**src/rtl/uart_tx_arbiter.sv**
```systemverilog
// Two-requester packet arbiter in front of a UART transmitter: round-robin
// between whole packets, with grant revocation when the owner goes quiet.
module uart_tx_arbiter #(
  parameter int unsigned TIMEOUT_CYCLES = 1024
) (
  input  logic       clk,
  input  logic       reset,
  input  logic [7:0] req0_data,
  input  logic       req0_valid,
  input  logic       req0_last,
  output logic       req0_ready,
  input  logic [7:0] req1_data,
  input  logic       req1_valid,
  input  logic       req1_last,
  output logic       req1_ready,
  output logic [7:0] tx_data,
  output logic       tx_valid,
  input  logic       tx_ready,
  output logic [1:0] grant,
  output logic       timeout_pulse
);

  typedef enum logic [1:0] {IDLE, OWN0, OWN1} state_t;

  localparam logic [15:0] IDLE_MAX = 16'(TIMEOUT_CYCLES - 1);

  state_t      state;
  logic        last_owner;
  logic [15:0] idle_cnt;
  logic        own_valid;
  logic        own_last;
  logic        xfer;
  logic        timeout_hit;

  // Datapath is a pure mux on the owner; no byte is ever held here.
  always_comb begin
    own_valid = 1'b0;
    own_last  = 1'b0;
    case (state)
      OWN0: begin own_valid = req0_valid; own_last = req0_last; end
      OWN1: begin own_valid = req1_valid; own_last = req1_last; end
      default: ;
    endcase
  end

  assign tx_data     = (state == OWN1) ? req1_data : req0_data;
  assign tx_valid    = own_valid;
  assign req0_ready  = (state == OWN0) && tx_ready;
  assign req1_ready  = (state == OWN1) && tx_ready;
  assign grant       = {state == OWN1, state == OWN0};
  assign xfer        = tx_valid && tx_ready;
  // Only cycles with the owner's valid low count; a stalled valid byte never times out.
  assign timeout_hit = (state != IDLE) && !own_valid && (idle_cnt == IDLE_MAX);

  always_ff @(posedge clk) begin
    if (reset) begin
      state         <= IDLE;
      last_owner    <= 1'b1;
      idle_cnt      <= '0;
      timeout_pulse <= 1'b0;
    end else begin
      timeout_pulse <= 1'b0;
      case (state)
        IDLE: begin
          idle_cnt <= '0;
          if (req0_valid && (!req1_valid || last_owner)) state <= OWN0;
          else if (req1_valid)                           state <= OWN1;
        end
        default: begin
          if (xfer && own_last) begin
            state      <= IDLE;
            last_owner <= (state == OWN1);
            idle_cnt   <= '0;
          end else if (own_valid) begin
            idle_cnt <= '0;
          end else if (timeout_hit) begin
            state         <= IDLE;
            last_owner    <= (state == OWN1);
            idle_cnt      <= '0;
            timeout_pulse <= 1'b1;
          end else begin
            idle_cnt <= idle_cnt + 16'd1;
          end
        end
      endcase
    end
  end

endmodule

```
**config.mk**
```make
export PLATFORM = sky130hd
export DESIGN_NAME = uart_tx_arbiter
export DESIGN_NICKNAME = d
export VERILOG_FILES = /design/src/rtl/uart_tx_arbiter.sv
export SDC_FILE = /design/constraint.sdc
export NUM_CORES = 1
export LEC_CHECK = 0
export ABC_CLOCK_PERIOD_IN_PS = 1700
export BUFFER_PORTS_ARGS = -buffer_cell sky130_fd_sc_hd__buf_2
export CORE_AREA = 8 8 69 53
export DETAILED_ROUTE_END_ITERATION = 16
export DIE_AREA = 0 0 77 61
export GPL_ROUTABILITY_DRIVEN = 0
export GPL_TIMING_DRIVEN = 0
export PLACE_DENSITY = 0.72
export SKIP_LAST_GASP = 1
export SLEW_MARGIN = 20
export SYNTH_ARGS = -nofsm -noshare
export SYNTH_HDL_FRONTEND = slang
export SYNTH_SLANG_ARGS = --single-unit
```
**constraint.sdc**
```tcl
create_clock -name clk -period 1.7 [get_ports clk]
set_input_delay 0.085 -clock clk [delete_from_list [all_inputs] [get_ports clk]]
set_output_delay 0.085 -clock clk [all_outputs]
set_load 0.01 [all_outputs]
```
# Word level (Yosys, flattened, before mapping)
# Cells that the tools add are included.
word_totals:
  reg_bits: 20
  in_bits: 23
  output_inout_bits: 14
  elab_cells: 43
classes:
  add_sub_neg: 1
  n_eq_ne: 6
  n_reduce_logical: 18
  n_mux: 13
  bitwise_logic: 1
op_table:
  columns: ["cell", "n"]
  rows:
  - ["adder 16 x 1 -> 16 bit, second input constant", 1]
  - ["== test 16 x 10 -> 1 bit, second input constant", 1]
  - ["2-to-1 mux 2 bit", 6]
  - ["2-to-1 mux 8 bit", 1]
  - ["logical AND 1 bit", 7]
  - ["AND reduction 3 bit", 2]
  - ["OR reduction 5 bit", 1]
  - ["2-to-1 mux 1 bit", 4]
  - ["one-hot mux 1 bit (2 select lines)", 2]
  - ["nonzero test 2 bit", 2]
  - ["OR reduction 4 bit", 1]
  - ["!= test 3 x 1 -> 1 bit, second input constant", 1]
  - ["!= test 3 bit, second input constant", 1]
  - ["nonzero test 3 bit", 1]
  - ["== test 2 x 1 -> 1 bit, second input constant", 1]
  - ["== test 2 bit, second input constant", 1]
  - ["logical NOT 1 bit", 2]
  - ["logical NOT 2 bit", 1]
  - ["!= test 2 x 1 -> 1 bit, second input constant", 1]
  - ["logical OR 1 bit", 1]
  - ["inverter 1 bit", 1]

# Logic depth before layout (Yosys ltp)
# Gate-level depths: netlist of run 1.
depth:
  ltp_word: 9
  mapped_depth: 7
  ltp_nobuf: 6

# Worst setup path after synthesis of run 1
# Ideal clock, no wire load.
synth_path:
  path_type: "flip-flop to flip-flop"
  start: "register state[0]"
  end: "register idle_cnt[10]"
  arrival_time_ns: 1.573
  setup_time_ns: 0.064
  period_less_slack_ns: 1.637
  required_time_ns: 1.636
  path_slack_ns: 0.063
  path_buffers: 1
  stages_incl_launch_ff: 8
  cell_sequence: "dfxtp_1 > inv_1 > ha_1 > a22o_1 > a211oi_1 > nand2_1 > buf_2 > nor2_1"
synth_via:
  elab_chain_cells: 6
  elab_cells_between_ends: 12
  classes_between: "eq/ne (2); mux (2); reduce/logical (8)"
synth_rtl:
  columns: ["element", "line", "text"]
  rows:
  - ["from (decl)", "27", "state_t state;"]
  - ["from (signal assigned)", "57", "state <= IDLE;"]
  - ["from (signal assigned)", "66", "if (req0_valid && (!req1_valid || last_owner)) state <= OWN0;"]
  - ["from (signal assigned)", "67", "else if (req1_valid) state <= OWN1;"]
  - ["== test 2 bit *", null, null]
  - ["via grant[1]", "19", "output logic [1:0] grant,"]
  - ["one-hot mux 1 bit (2 select lines)", "39", "case (state)"]
  - ["logical NOT 1 bit", "53", "assign timeout_hit = (state != IDLE) && !own_valid && (idle_cnt == IDLE_MAX);"]
  - ["logical AND 1 bit (2 in series)", "53", null]
  - ["OR reduction 5 bit (no line) *", null, null]
  - ["to (signal assigned)", "82", "idle_cnt <= idle_cnt + 16'd1;"]
  - ["to (decl)", "29", "logic [15:0] idle_cnt;"]
# Mark *: on every way through the listed nets, which the timed path passes. The rest lies on a longest branch.
# A chain may end at the register's enable or synchronous reset.

# Final worst setup path of run 1
layout_path:
  start: "register idle_cnt[2]"
  end: "register idle_cnt[15]"
layout_via:
  elab_chain_cells: 3
  elab_cells_between_ends: 4
  classes_between: "add/sub (1); eq/ne (1); reduce/logical (2)"
layout_rtl:
  columns: ["element"]
  rows:
  - ["parallel branches: the longest is 3 deep, another holds adder 16 x 1 -> 16 bit"]
# Several ways; the timed one is not identified.

==> impl_results.md, run 1 <==
* Most common cell after layout, fill and taps aside: buf_2
* Layout cells sized above 1 at 45.5%
* H-tree Lvls at 1
* Dpl cells at 195
* Status: finished, final reports clean
* Share of total power in combinational logic at 22.0%
* CTS tree: yes
* First-pass GRT wire length at 4460 um
* Post-Synth Adder-Cell Area at 4.59%
* CTS Hold Bufs at 0
* Vert. Die Dim at 61 um
* Routed WL at 2950 um
* CP max-delay cell: or4_4
* Mapped Area at 1090 um2
* Sequential power share at 44.8%
* CP Max Fanout at 6
* Pwr dens at 740 nW/um2
* Tmin final at 1.62 ns
* Vias in the first global route at 1053
* Simple-gate share of the synthesized area at 27.8%
* WHS Endpoint: state[1]
* Initial Util at 41.3%
* Total Routing Usage GR at 11.8%
* Avg Synthesized Cell Area at 8.87 um2
* Remaining global-route overflow at 0
* Yosys warnings at 0
* CP required at 1.89 ns
* Slew headroom at 81.4%
* RSZ-0062 raised after global routing: no
* Fin nets at 193
* Net Sw Frac at 26.7%
* Synth Area in Compound Gates at 10.1%
* Worst slew pin tran at 0.275 ns
* Site Rows at 16
* Most frequent cells in the layout: buf_2 (36), nor2_1 (16), dfxtp_1 (11)
* Largest net degree at the start of global routing at 12
* Vias at 1067
* Min Hold Slack at 0.115 ns
* Fin util at 55.7%
* Non-filler instance count after layout at 201
* Hold WC Path Type: in -> reg
* Die X at 77 um
* Slew Viols, Final at 0
* Worst Setup Start Kind: flop
* Initial DRC count at 107
* Synth Area in XOR/XNOR at 8.83%
* Setup Viol. Count Final at 0
* Via-to-Cell Ratio at 5.31
* Placed cell area at 1320 um2
* Core area at 2640 um2
* Drc violations at 0
* DPL Wire Length at 2200 um
* Hold Crit Start: reset
* Clk_skew at 0.00367 ns
* Post-route clock period utilization at 95.5%
* Setup slack, reg-to-reg at 0.08 ns
* Reg2reg end: idle_cnt[15]
* Clock network fraction of total power at 33.2%
* Fillers at 241
* Maximum vdd drop at 0.000314 V
* Die outline area at 4700 um2
* Main combinational cell family by area after synthesis: simple AND/OR/NAND/NOR gates
* Max Freq at 0.616 GHz
* CP Cell Sequence: nand3_2 -> or4_4 -> or3_1 -> a21oi_1
* Synth area leader: dfxtp_1
* R2r startpoint: idle_cnt[2]
* R2r worst-path depth at 4
* Finished Cell Area at 1470 um2
* Total power at 1.09 mW
* Slowest Stage Delay on Critical Path at 0.56 ns
* Post-synthesis register bit count at 20
* Clock sinks at 20
* Io pins at 37
* Crit path DAT at 1.81 ns
* CTS root buf: clkbuf_8
* ANT cells at 0
* Register area share after synthesis at 36.7%
* Port Buf Inserts at 36
* Clock Latency Late Sink at 0.26 ns
* Crit path capture type: flop
* Mux share of post-synthesis cell area at 9.17%
* MaxCap Viol Count at 0
* Int Power at 0.799 mW
* LEAKAGE at 0.579 nW
* Net Count, Synth at 150
* Area growth from synthesis to layout at 35.0%
* Clock tree buffer depth at 2
* Final ANT Viol Nets at 0
* WS Path Type: reg -> reg
* Initial antenna violation count at 0
* TritonRoute pass-1 iters at 4
* Clk pin slew, worst setup/hold paths at 0.07 ns
* Number of CTS-inserted buffers at 3
* Hold depth at 2
* Cells after Synth at 123
* Fin. Hold Viols at 0
* Switch Pwr at 0.291 mW
* Top cells by area, synth: dfxtp_1 (37%), mux2_2 (8.3%), nor2_1 (5.5%)
* Synth unique cells at 37
* Synth top area share at 36.7%
* WL/cell at 14.7 um
[synthesized netlist by cell type]
| master | n |
|---|---|
| and4_1 | 2 |
| nor2b_1 | 1 |
| and2_1 | 4 |
| nand3_1 | 3 |
| nor2_1 | 16 |
| nand2_1 | 7 |
| a211oi_1 | 1 |
| a41oi_1 | 1 |
| and4_2 | 1 |
| ha_1 | 4 |
| o211ai_1 | 1 |
| o21ai_1 | 1 |
| a21o_1 | 1 |
| or4_4 | 1 |
| nand4_1 | 5 |
| and3_1 | 1 |
| a22o_1 | 2 |
| nor3_1 | 2 |
| o21a_1 | 1 |
| buf_2 | 1 |
| mux2i_1 | 1 |
| xor2_1 | 6 |
| o41ai_1 | 1 |
| nor3b_1 | 1 |
| nor4_1 | 3 |
| mux2_2 | 8 |
| dfxtp_1 | 20 |
| nand3b_1 | 1 |
| nand3_2 | 1 |
| o21ai_0 | 4 |
| inv_1 | 5 |
| clkbuf_1 | 2 |
| or3b_2 | 1 |
| or3_1 | 3 |
| a21oi_1 | 4 |
| xnor2_1 | 5 |
| nand4_2 | 1 |
[state kept, by name, indices dropped and copies added (netlist names)]
register       count
state              2
last_owner         1
idle_cnt          16
timeout_pulse      1
[how the worst max path moves through the flow]
| stage | startpoint | to | slack, ns | cells after the start |
|---|---|---|---|---|
| after global routing | idle_cnt[7] | idle_cnt[15] | 0.0004 | 4 |
| after CTS | idle_cnt[0] | state[1] | 0.005 | 6 |
| after detailed placement | idle_cnt[0] | idle_cnt[6] | -0.30 | 7 |
| after floorplan | state[0] | idle_cnt[10] | 0.06 | 7 |
| final | idle_cnt[2] | idle_cnt[15] | 0.08 | 4 |
| after global placement | idle_cnt[0] | idle_cnt[3] | -0.24 | 7 |
[cells by family after synthesis]
kind of cell               count (synthesis)
adders and majority gates                  4
muxes                                      9
buffers and inverters                      8
AOI/OAI and AO/OA                         17
xor gates and xnor gates                  11
DFF                                       20
and+or+nand+nor                           54
[power groups by stage]
stage / Combinational, mW / Clock (mW) / Sequential, mW
6_report: 0.239 / 0.362 / 0.489
4_1_cts: 0.216 / 0.368 / 0.485
3_3_place_gp: 0.194 / 0 / 0.496
2_1_floorplan: 0.123 / 0 / 0.494
5_1_grt: 0.261 / 0.392 / 0.489
3_5_place_dp: 0.200 / 0 / 0.496
[worst max-delay path, delay by kind of cell (launching register included)]
family / cells / cell delay, ns
flip-flops: 1 / 0.38
AND/OR/NAND/NOR: 3 / 1.03
AO/OA/AOI/OAI: 1 / 0.15
[metal layers]
layer | wire length [um] | track usage [%] | vias to the layer above
met5 | 0 | 0 | -
met4 | 44 | 6.68 | 0
met3 | 202 | 4.44 | 4
met2 | 1420 | 20.1 | 40
met1 | 1280 | 12.7 | 498
li1 | - | - | 525
[metrics by stage]
| stage | TNS (ns) | setup WS, ns |
|---|---|---|
| global placement | -2.58 | -0.243 |
| CTS | 0 | 0.00478 |
| global route | 0 | 0.000437 |
| floorplan | 0 | 0.0633 |
| finish | 0 | 0.0771 |
| detailed placement | -3.22 | -0.295 |
[final cells by class]
| class | instances | area (um2) | area share [%] |
|---|---|---|---|
| sequential | 20 | 414 | 28.1 |
| inverter | 5 | 18.8 | 1.27 |
| buffer | 2 | 21.3 | 1.44 |
| timing repair buffer | 39 | 203 | 13.8 |
| multi-input combinational | 95 | 716 | 48.6 |
| clock buffer | 4 | 55.1 | 3.74 |
| tap | 36 | 45.0 | 3.06 |
[what timing repair did]
| item | 4_1_cts | 5_1_grt |
|---|---|---|
| buffers inserted | 2 | 1 |
| resized for setup | 8 | 19 |
| endpoints found under the setup margin | 27 | 26 |
| pin swaps | 2 | 2 |
No activity file was read; power rests on OpenSTA's default activity.
==> run 2, diff against run 1 <==
--- a/config.mk
+++ b/config.mk
@@ -7,14 +7,14 @@
 export LEC_CHECK = 0
 export ABC_CLOCK_PERIOD_IN_PS = 1700
 export BUFFER_PORTS_ARGS = -buffer_cell sky130_fd_sc_hd__buf_2
-export CORE_AREA = 8 8 69 53
+export CORE_AREA = 8 8 59 61
 export DETAILED_ROUTE_END_ITERATION = 16
-export DIE_AREA = 0 0 77 61
+export DIE_AREA = 0 0 67 69
 export GPL_ROUTABILITY_DRIVEN = 0
 export GPL_TIMING_DRIVEN = 0
 export PLACE_DENSITY = 0.72
 export SKIP_LAST_GASP = 1
-export SLEW_MARGIN = 20
+export SLEW_MARGIN = 40
 export SYNTH_ARGS = -nofsm -noshare
 export SYNTH_HDL_FRONTEND = slang
 export SYNTH_SLANG_ARGS = --single-unit
==> run 2 against run 1 <==
Power fell by 15%; setup slack gained 0.0020 ns; clock skew is 0.0056 ns higher; cell count down 3.0%; final area down 4.6%; highest routed layer unchanged.
==> impl_results.md, run 2 (same netlist as run 1, synthesis figures left out) <==
* Largest net degree at the start of global routing at 11
* First-pass GRT wire length at 4310 um
* Most common cell after layout, fill and taps aside: buf_2
* Hold WC Path Type: in -> reg
* Io pins at 37
* Placed cell area at 1310 um2
* Clk pin slew, worst setup/hold paths at 0.11 ns
* Fin util at 53.7%
* Worst Setup Start Kind: flop
* Dpl cells at 190
* CTS tree: yes
* H-tree Lvls at 1
* Max Freq at 0.617 GHz
* Clock Latency Late Sink at 0.29 ns
* Vias in the first global route at 1076
* Layout cells sized above 1 at 43.9%
* Total power at 0.928 mW
* Area growth from synthesis to layout at 28.8%
* Fin nets at 193
* Pwr dens at 660 nW/um2
* Fillers at 254
* PnR worst setup slack at 0.0791 ns
* MaxCap Viol Count at 0
* Port Buf Inserts at 36
* Finished Cell Area at 1410 um2
* Tmin final at 1.62 ns
* Total Routing Usage GR at 11.2%
* Die outline area at 4620 um2
* Setup Viol. Count Final at 0
* Worst slew pin tran at 0.265 ns
* Final ANT Viol Nets at 0
* Core area at 2620 um2
* DPL Wire Length at 2080 um
* Max reg flops at 16
* CTS root buf: clkbuf_4
* Initial DRC count at 36
* Non-filler instance count after layout at 195
* Status: finished, final reports clean
* WS Path Type: reg -> reg
* CP required at 1.92 ns
* RSZ-0062 raised after global routing: yes
* Clock tree buffer depth at 2
* WL/cell at 13.7 um
* TritonRoute pass-1 iters at 4
* Clock sinks at 20
* Fin. Hold Viols at 0
* Initial antenna violation count at 0
* ANT cells at 0
* Initial Util at 41.7%
* Reg with most FFs: idle_cnt
* Maximum vdd drop at 0.000414 V
* Vias at 1013
* Number of CTS-inserted buffers at 3
* Crit path DAT at 1.85 ns
* Vert. Die Dim at 69 um
* Post-route clock period utilization at 95.3%
* Drc violations at 0
* Site Rows at 19
* DP Worst Slack at -0.232 ns
* Die X at 67 um
* Clk_skew at 0.00926 ns
* Crit path capture type: flop
* Slew headroom at 82.1%
* LEAKAGE at 0.560 nW
* Min Hold Slack at 0.0236 ns
* Remaining global-route overflow at 0
* Slew Viols, Final at 0
* Setup TNS at 0 ns
* CP Max Fanout at 10
* Most frequent cells in the layout: buf_2 (36), nor2_1 (16), dfxtp_1 (11)
* Seq. cell area at 414 um2
* Via-to-Cell Ratio at 5.19
* Multi-input logic area at 687 um2
* Largest registers: idle_cnt: 16 flops, state: 2 flops
* Routed WL at 2670 um
run 2: worst paths after layout:
path | start | endpoint | slack [ns] | depth (start not counted)
worst max-delay path | state[1] | idle_cnt[6] | 0.08 | 7
worst min-delay path | reset | state[1] | 0.02 | 2
worst max register to register | state[1] | idle_cnt[6] | 0.08 | 7
worst min register to register | idle_cnt[0] | idle_cnt[0] | 0.49 | 1
run 2: what timing repair did:
item	in CTS	in global routing
setup buffers	2	1
setup endpoints to repair	24	26
pin swaps	2	3
resized for setup	8	14
hold buffers	0	0
run 2: metal layers:
layer | wire length (um) | global-route usage [%] | vias to the layer above
met2 | 1360 | 19.6 | 32
met5 | 0 | 0 | -
li1 | - | - | 524
met3 | 162 | 3.88 | 4
met1 | 1110 | 11.7 | 453
met4 | 40 | 4.19 | 0
run 2: worst max-delay path, stage by stage, from the launching register on:
cell,delay [ns]
dfxtp_2,0.38
inv_1,0.07
ha_1,0.22
a22o_1,0.25
a211oi_2,0.25
nand2_2,0.09
buf_4,0.17
nor2_1,0.10
run 2: cell type report:
class,count,share of cell area [%]
Buffer,2,1.51
Multi-Input combinational cell,95,48.9
Clock buffer,3,1.60
Sequential cell,20,29.5
Inverter,5,1.34
Tap cell,31,2.76
Timing Repair Buffer,39,14.4
run 2: power by group:
group	total, mW	switching (mW)	leakage, nW	internal [mW]
combinational	0.222	0.112	0.380	0.110
sequential	0.487	0.00989	0.166	0.477
clock	0.219	0.137	0.0138	0.0823
total	0.928	0.259	0.560	0.669
==> run 3, diff against run 2 <==
--- a/config.mk
+++ b/config.mk
@@ -5,14 +5,14 @@
 export SDC_FILE = /design/constraint.sdc
 export NUM_CORES = 1
 export LEC_CHECK = 0
-export ABC_CLOCK_PERIOD_IN_PS = 1700
+export ABC_CLOCK_PERIOD_IN_PS = 2000
 export BUFFER_PORTS_ARGS = -buffer_cell sky130_fd_sc_hd__buf_2
-export CORE_AREA = 8 8 59 61
+export CORE_AREA = 8 8 55 57
 export DETAILED_ROUTE_END_ITERATION = 16
-export DIE_AREA = 0 0 67 69
+export DIE_AREA = 0 0 63 65
 export GPL_ROUTABILITY_DRIVEN = 0
 export GPL_TIMING_DRIVEN = 0
-export PLACE_DENSITY = 0.72
+export PLACE_DENSITY = 0.8
 export SKIP_LAST_GASP = 1
 export SLEW_MARGIN = 40
 export SYNTH_ARGS = -nofsm -noshare
==> constraint.sdc (replaced) <==
create_clock -name clk -period 2 [get_ports clk]
set_input_delay 0.1 -clock clk [delete_from_list [all_inputs] [get_ports clk]]
set_output_delay 0.1 -clock clk [all_outputs]
set_load 0.01 [all_outputs]
==> run 3 against run 2 <==
Cell count down 2.1%; first-iteration DRC count up 5.6%; final area down 4.0%; highest routed layer unchanged; largest cell class unchanged; wire length down 0.49%; sequential share of layout area up 0.21 points.
==> impl_results.md, run 3 (same netlist as run 1, synthesis figures left out) <==
* Hold depth at 2
* Largest registers: idle_cnt: 16 flops, state: 2 flops
* CP Max Fanout at 6
* Non-filler instance count after layout at 191
* Clock Latency Late Sink at 0.29 ns
* Io pins at 37
* Clock sinks at 20
* Met3 usage in global routing at 2.92%
* Layout cells sized above 1 at 34.4%
* TritonRoute pass-1 iters at 4
* Remaining global-route overflow at 0
* WS Path Type: reg -> reg
* Max Freq at 0.511 GHz
* Hold Crit Start: reset
* Dpl cells at 187
* Setup Viol. Count Final at 0
* Met1 Use GR at 12.5%
* Fin. Hold Viols at 0
* ANT cells at 0
* Worst Setup Start Kind: flop
* Crit path capture type: flop
* Reg with most FFs: idle_cnt
* PnR worst setup slack at 0.0433 ns
* Fin util at 62.8%
* Most frequent cells in the layout: buf_2 (36), dfxtp_1 (20), nor2_1 (16)
* Setup slack, reg-to-reg at 0.04 ns
* Die X at 63 um
* Drc violations at 0
* H-tree Lvls at 1
* Vias in the first global route at 1024
* Vias at 1037
* Clk pin slew, worst setup/hold paths at 0.11 ns
* Routed WL at 2650 um
* Max reg flops at 16
* Die outline area at 4100 um2
* Core area at 2150 um2
* Total Routing Usage GR at 12.2%
* Fin nets at 191
* Initial Util at 50.8%
* GR peak layer: met2
* WL/cell at 13.9 um
* Pwr dens at 602 nW/um2
* Slew Viols, Final at 0
* MaxCap Viol Count at 0
* Initial antenna violation count at 0
* Vert. Die Dim at 65 um
* WHS Endpoint: state[1]
* Slew headroom at 77.4%
* Tmin final at 1.96 ns
* R2r worst-path depth at 7
* Final ANT Viol Nets at 0
* Met2 Usage GRT at 23.0%
* Maximum vdd drop at 0.000335 V
* Crit path DAT at 2.14 ns
* Site Rows at 17
* Slowest Stage Delay on Critical Path at 0.40 ns
* CP Cell Sequence: ha_1 -> and4_2 -> clkbuf_1 -> nand4_1 -> buf_4 -> o211ai_1 -> a21oi_1
* CP bufs+invs at 2
* Area growth from synthesis to layout at 23.6%
* DP Worst Slack at 0.0311 ns
* CTS tree: yes
* Worst slew pin tran at 0.337 ns
* CTS root buf: clkbuf_4
* Initial DRC count at 38
* Post-route clock period utilization at 97.8%
* Min Hold Slack at 0.0627 ns
* Finished Cell Area at 1350 um2
* Clk_skew at 0.00186 ns
* Via-to-Cell Ratio at 5.43
* Placed cell area at 1310 um2
* Largest net degree at the start of global routing at 12
* Most common cell after layout, fill and taps aside: buf_2
* Number of CTS-inserted buffers at 3
* CP required at 2.19 ns
* Port Buf Inserts at 36
* DPL Wire Length at 2180 um
* Status: finished, final reports clean
* Reg2reg end: state[1]
* First-pass GRT wire length at 4180 um
* Clock tree buffer depth at 2
* LEAKAGE at 0.547 nW
* CP delay by family, top: simple AND/OR/NAND/NOR gates
* CP max-delay cell: dfxtp_1
* R2r startpoint: idle_cnt[0]
* Hold WC Path Type: in -> reg
==> run 3: worst register-to-register path, stage by stage, from the launching register on <==
cell and delay (ns):
dfxtp_1 0.40, ha_1 0.22, and4_2 0.22, clkbuf_1 0.24, nand4_1 0.23, buf_4 0.20
o211ai_1 0.22, a21oi_1 0.10
==> run 3: how the worst max path moves through the flow <==
stage | from | cells past startpoint | endpoint
2_1_floorplan | state[0] | 7 | idle_cnt[10]
3_3_place_gp | idle_cnt[0] | 7 | idle_cnt[3]
3_5_place_dp | idle_cnt[0] | 7 | idle_cnt[9]
4_1_cts | idle_cnt[0] | 7 | idle_cnt[10]
5_1_grt | idle_cnt[0] | 7 | state[1]
6_report | idle_cnt[0] | 7 | state[1]
==> run 3: layout make-up <==
| cell class | count | area, um2 |
|---|---|---|
| plain buffers | 2 | 8.76 |
| clock buffers | 4 | 36.3 |
| fillers | 189 | 800 |
| inverters | 5 | 18.8 |
| multi-input cells | 95 | 662 |
| flip-flops and latches | 20 | 400 |
| well taps | 28 | 35.0 |
| repair buffers | 37 | 188 |
==> run 3: power breakdown <==
group | internal [mW] | switching, mW | total, mW
Clock | 0.111 | 0.119 | 0.230
Combinational | 0.0782 | 0.0905 | 0.169
Sequential | 0.406 | 0.00696 | 0.413
==> run 3: layer usage <==
| metal | wire length (um) | part of all wire, % |
|---|---|---|
| met4 | 61 | 2.3 |
| met1 | 1090 | 41 |
| met3 | 55 | 2.1 |
| met5 | 0 | 0 |
| met2 | 1440 | 54 |
==> run 3: stage by stage <==
stage | total power [mW] | setup TNS, ns
6_report | 0.812 | 0
5_1_grt | 0.852 | -0.0342
4_1_cts | 0.823 | 0
3_5_place_dp | 0.591 | 0
3_3_place_gp | 0.584 | 0
2_1_floorplan | 0.525 | 0
==> run 3: timing repair <==
| action | 4_1_cts | 5_1_grt |
|---|---|---|
| gates resized for setup | 2 | 0 |
| hold buffers | 0 | 0 |
| buffers inserted | 0 | 1 |
| endpoints found under the setup margin | 10 | 10 |
| pin swaps | 0 | 1 |
